`src/rtl/regfile_sweeper.sv`:
```
// Debug/bring-up initiator for the 3-port register file: DUMP streams every register over a
// valid/ready port, CLEAR writes CLEAR_VAL into registers 1..NREGS-1 on back-to-back cycles.
module regfile_sweeper #(
  parameter int unsigned          ADDR_W    = 5,
  parameter int unsigned          DATA_W    = 32,
  parameter int unsigned          NREGS     = 32,
  parameter logic [DATA_W-1:0]    CLEAR_VAL = '0
) (
  input  logic              clk,
  input  logic              reset_n,
  input  logic              start,
  input  logic              mode,
  output logic              busy,
  output logic              done,
  output logic [ADDR_W-1:0] rf_ra,
  input  logic [DATA_W-1:0] rf_rd,
  output logic              rf_we,
  output logic [ADDR_W-1:0] rf_wa,
  output logic [DATA_W-1:0] rf_wd,
  output logic              out_valid,
  input  logic              out_ready,
  output logic [ADDR_W-1:0] out_addr,
  output logic [DATA_W-1:0] out_data
);

  typedef enum logic [2:0] {
    S_IDLE,
    S_DUMP_RD,
    S_DUMP_OUT,
    S_CLEAR,
    S_DONE
  } state_t;

  // One spare bit so that NREGS = 2**ADDR_W never wraps the sweep index back to 0.
  localparam int unsigned     LAST_I = NREGS - 1;
  localparam logic [ADDR_W:0] LAST   = LAST_I[ADDR_W:0];

  state_t            r_state;
  logic [ADDR_W:0]   r_idx;
  logic [ADDR_W:0]   w_idx_inc;

  assign w_idx_inc = r_idx + {{ADDR_W{1'b0}}, 1'b1};

  // NOTE: the async reset clears rf_we the instant reset_n falls, so the register file can
  // never see a write on the first clock edge after reset is asserted.
  always_ff @(posedge clk or negedge reset_n) begin
    if (!reset_n) begin
      r_state   <= S_IDLE;
      r_idx     <= '0;
      busy      <= 1'b0;
      done      <= 1'b0;
      rf_ra     <= '0;
      rf_we     <= 1'b0;
      rf_wa     <= '0;
      rf_wd     <= '0;
      out_valid <= 1'b0;
      out_addr  <= '0;
      out_data  <= '0;
    end else begin
      // NOTE: every state update here is non-blocking so all registered outputs change
      // together on the edge and no ordering between statements leaks into the logic.
      done <= 1'b0;
      case (r_state)
        S_IDLE: begin
          if (start) begin
            busy <= 1'b1;
            if (mode) begin
              r_state <= S_CLEAR;
              r_idx   <= {{ADDR_W{1'b0}}, 1'b1};
              rf_we   <= 1'b1;
              rf_wa   <= {{(ADDR_W-1){1'b0}}, 1'b1};
              rf_wd   <= CLEAR_VAL;
            end else begin
              r_state <= S_DUMP_RD;
              r_idx   <= '0;
              rf_ra   <= '0;
            end
          end
        end

        S_DUMP_RD: begin
          out_data  <= rf_rd;
          out_addr  <= r_idx[ADDR_W-1:0];
          out_valid <= 1'b1;
          r_state   <= S_DUMP_OUT;
        end

        S_DUMP_OUT: begin
          if (out_ready) begin
            out_valid <= 1'b0;
            if (r_idx == LAST) begin
              r_state <= S_DONE;
              busy    <= 1'b0;
              done    <= 1'b1;
              rf_ra   <= '0;
            end else begin
              r_idx   <= w_idx_inc;
              rf_ra   <= w_idx_inc[ADDR_W-1:0];
              r_state <= S_DUMP_RD;
            end
          end
        end

        // rf_we/rf_wa already present the write for r_idx during this cycle.
        S_CLEAR: begin
          if (r_idx == LAST) begin
            rf_we   <= 1'b0;
            rf_wa   <= '0;
            rf_wd   <= '0;
            r_state <= S_DONE;
            busy    <= 1'b0;
            done    <= 1'b1;
          end else begin
            r_idx <= w_idx_inc;
            rf_wa <= w_idx_inc[ADDR_W-1:0];
          end
        end

        S_DONE: begin
          r_state <= S_IDLE;
          r_idx   <= '0;
        end

        default: begin
          r_state <= S_IDLE;
          busy    <= 1'b0;
          rf_we   <= 1'b0;
        end
      endcase
    end
  end

endmodule
```
`config.mk`:
```
export PLATFORM = sky130hd
export DESIGN_NAME = regfile_sweeper
export DESIGN_NICKNAME = d
export VERILOG_FILES = /design/src/rtl/regfile_sweeper.sv
export SDC_FILE = /design/constraint.sdc
export NUM_CORES = 1
export LEC_CHECK = 0
export BUFFER_PORTS_ARGS = -buffer_cell sky130_fd_sc_hd__buf_4
export CORE_UTILIZATION = 43
export DETAILED_ROUTE_END_ITERATION = 7
export GPL_TIMING_DRIVEN = 0
export PLACE_DENSITY = 0.76
export SLEW_MARGIN = 20
export SYNTH_ARGS = -nofsm -noshare
export SYNTH_HDL_FRONTEND = slang
export SYNTH_SLANG_ARGS = --single-unit
```
`constraint.sdc`:
```
create_clock -name clk -period 1.47 [get_ports clk]
set_input_delay 0.147 -clock clk [delete_from_list [all_inputs] [get_ports clk]]
set_output_delay 0.147 -clock clk [all_outputs]
set_load 0.02 [all_outputs]
```
==> out/qor.csv <==
stage;metric;value;unit
run_status;outcome;finished with violations;
run_status;violations;design-rule violations, negative setup slack;
layout;seq_area;1504;µm²
layout;drive_gt1_share;55.79;%
sta;slew_headroom;49.87;%
job;maxCapViolations;0;
place;detailed_place.area;3776;µm²
critical_path;crit_arrival;1710;ps
layout;fillers;506;
synth;synthCells;230;
synth;synth_area;2885;µm²
synth;synthTopCellsByCount;60 x dfrtp_1, 32 x buf_4, 20 x mux2_4;
critical_path;rrSetupSlack;-30;ps
critical_path;max_stage_delay;430;ps
clock_network;cts_sinks;60;
critical_path;crit_chain;ha_4, and3_4, a32oi_2, buf_4, nand2_1, o2bb2ai_1;
sta;skew;9.323;ps
grt;grt_pass1_wl;10190;µm
floorplan;core.rowCount;29;
synth;synth_top_area_cell;dfrtp_1;
synth;synth-seq-area-share;52.04;%
synth;yosysWarningCount;0;
critical_path;cp_top_family;flip-flops;
clock_network;htreeDepth;3;
critical_path;timing.critical_path.buf_inv;1;
routing;drc;10;
power;p_per_area;2215;nW/µm²
clock_network;clock_latency;330;ps
critical_path;critPathSlowestCell;dfrtp_2;
place;place.gp.congestion;0.8619;
grt;first_global_vias;2116;
routing;first_pass_iters;6;
grt;antenna_found_initial;0;
place;io_buffer_count;87;
grt;track_usage;18.57;%
critical_path;critical_path_class;reg2reg;
floorplan;core_area;6422;µm²
sta;period_share;102.3;%
clock_network;numCtsBuffers;9;
critical_path;path_max_fanout;4;
clock_network;clockBufferDepth;2;
routing;routedWlPerCell;14.27;µm
sta;finalSetupViolCount;23;
routing;vias_per_cell;4.663;
routing;first_iter_violations;179;
sta;max_freq;665.1;MHz
synth;syn_area_per_cell;12.54;µm²
clock_network;path_clk_slew;70;ps
power;combPwrFrac;51.1;%
layout;final_area;4245;µm²
sta;hold_violations;0;
floorplan;dieHeight;83.92;µm
layout;antennaDiodeCount;0;
min_path;holdCritPathClass;in2reg;
grt;grt_max_degree;61;
synth;ys_ff_latch;60;
synth;ys_top_cells_by_area;dfrtp_1 52%, mux2_4 10%, buf_4 8.3%, mux2_2 7.0%, o21ai_0 2.4%;
power;ir_drop;0.001229;V
synth;synth.most_common_cell;dfrtp_1;
clock_network;cts_root_buf;clkbuf_8;
layout;synthToLayoutAreaGrowth;47.14;%
sta;rsz0062_at_grt;true;
synth;synth_ff_type;dfrtp_1;
synth;yosysTopAreaCellShare;52.04;%
routing;ant_nets;0;
sta;fin_crit;1504;ps
critical_path;cp-start-kind;flop;
critical_path;endpoint_kind;flop;
grt;grt_overflow;0;
critical_path;critPathRequiredTime;1680;ps
floorplan;die-area;7042;µm²
sta;layout_setup_ws;-33.60;ps
power;p_sw;3.482;mW
clock_network;cts_tree;yes;
floorplan;io_pins;120;
power;pwr-share-seq;31.8;%
sta;drv_slew;0;
synth;synth_edf_count;0;
synth;synthArstFlopShare;100.0;%
power;clkPwrFrac;17.1;%
routing;dr_total_vias;2131;
synth;synth_cell_types;47;
place;dp_hpwl;4414;µm
sta;worst_slew_pin_slew;751.9;ps
floorplan;die_w;83.92;µm
routing;finalWirelength;6521;µm
floorplan;start_util;44.92;%
power;internal-power;5.921;mW
layout;multiInputGateArea;1255;µm²
sta;fin_tns_setup;-250.9;ps
layout;nets;413;
power;p_leak;2.153;nW
power;p_sw_share;37.03;%
metal layers:
layer | up-vias | GRT usage (%) | share of wire, %
li1 | 1033 | - | -
met1 | 1000 | 23.75 | 43
met2 | 87 | 30.55 | 49
met3 | 11 | 4.253 | 6.2
met4 | 0 | 7.367 | 1.5
met5 | - | 0 | 0
registers in the layout (all words and copies together) (netlist names):
register	count
rf_ra	5
done	1
rf_we	1
r_state	3
rf_wa	5
r_idx	6
out_addr	5
busy	1
out_valid	1
out_data	32
metrics by stage:
stage / std cells / power (mW) / hold WS (ps) / worst slack (ps) / utilization (%)
global placement: 425 / 7.215 / 266.0 / -175.5 / 58.80
detailed placement: 425 / 7.355 / 273.2 / -206.7 / 58.80
finish: 457 / 9.403 / 39.16 / -33.60 / 66.10
global route: 457 / 9.927 / 33.29 / -91.39 / 66.10
CTS: 449 / 9.144 / 29.01 / -58.09 / 63.69
floorplan: 261 / 5.701 / -148.6 / -102.4 / -
area by class of cell:
type	count	area share (%)
Timing Repair Buffer	104	19.57
Inverter	3	0.2653
Buffer	40	7.840
Multi-Input combinational cell	157	29.56
Tap cell	77	2.269
Clock buffer	9	2.918
Sequential cell	60	35.43
Clock inverter	7	2.151
power groups by stage:
stage	clock network, mW	logic, mW	registers [mW]
2_1_floorplan	0	1.95	3.76
3_3_place_gp	0	4.26	2.96
3_5_place_dp	0	4.37	2.99
4_1_cts	1.64	4.53	2.97
5_1_grt	1.72	5.12	3.09
6_report	1.61	4.80	2.99
cell families after synthesis:
logic type | after synthesis | share of synthesized area [%]
flops | 60 | 52.04
simple gates | 44 | 7.937
buf+inv | 44 | 11.27
compound gates | 39 | 9.843
mux | 38 | 17.43
xor+xnor | 3 | 0.9108
fa+ha+maj | 1 | 0.4336
other cells | 1 | 0.1300
worst paths after layout:
kind | startpoint | to | depth (start not counted)
hold reg to reg | r_idx[5]$_DFFE_PN0P_ | r_idx[5]$_DFFE_PN0P_ | 1
hold / removal | rf_rd[21] | out_data[21]$_DFFE_PN0P_ | 2
min in group asynchronous | reset_n | rf_we$_DFFE_PN0P_ | 2
setup reg to reg | r_idx[1]$_DFFE_PN0P_ | r_idx[0]$_DFFE_PN0P_ | 6
setup / recovery | r_idx[1]$_DFFE_PN0P_ | r_idx[0]$_DFFE_PN0P_ | 6
max in group asynchronous | reset_n | r_idx[1]$_DFFE_PN0P_ | 2
cells in the final DEF, fill, tap and decap left out, types with 4 or more instances in the layout:
| master | n |
|---|---|
| a211o_1 | 4 |
| buf_12 | 4 |
| buf_4 | 133 |
| clkbuf_8 | 9 |
| conb_1 | 32 |
| dfrtp_1 | 58 |
| mux2_2 | 11 |
| mux2_4 | 27 |
| nand2_1 | 16 |
| nor2_1 | 6 |
| o21ai_0 | 14 |
| o2bb2ai_1 | 4 |
timing repair:
item / CTS / global route
setup buffers: 8 / 6
hold endpoints to repair: 60 / 0
resized for setup: 10 / 17
cloned: 0 / 2
pin swaps: 4 / 2
hold buffers: 1 / 0
endpoints found under the setup margin: 54 / 43
No activity file was read; power rests on OpenSTA's default activity.
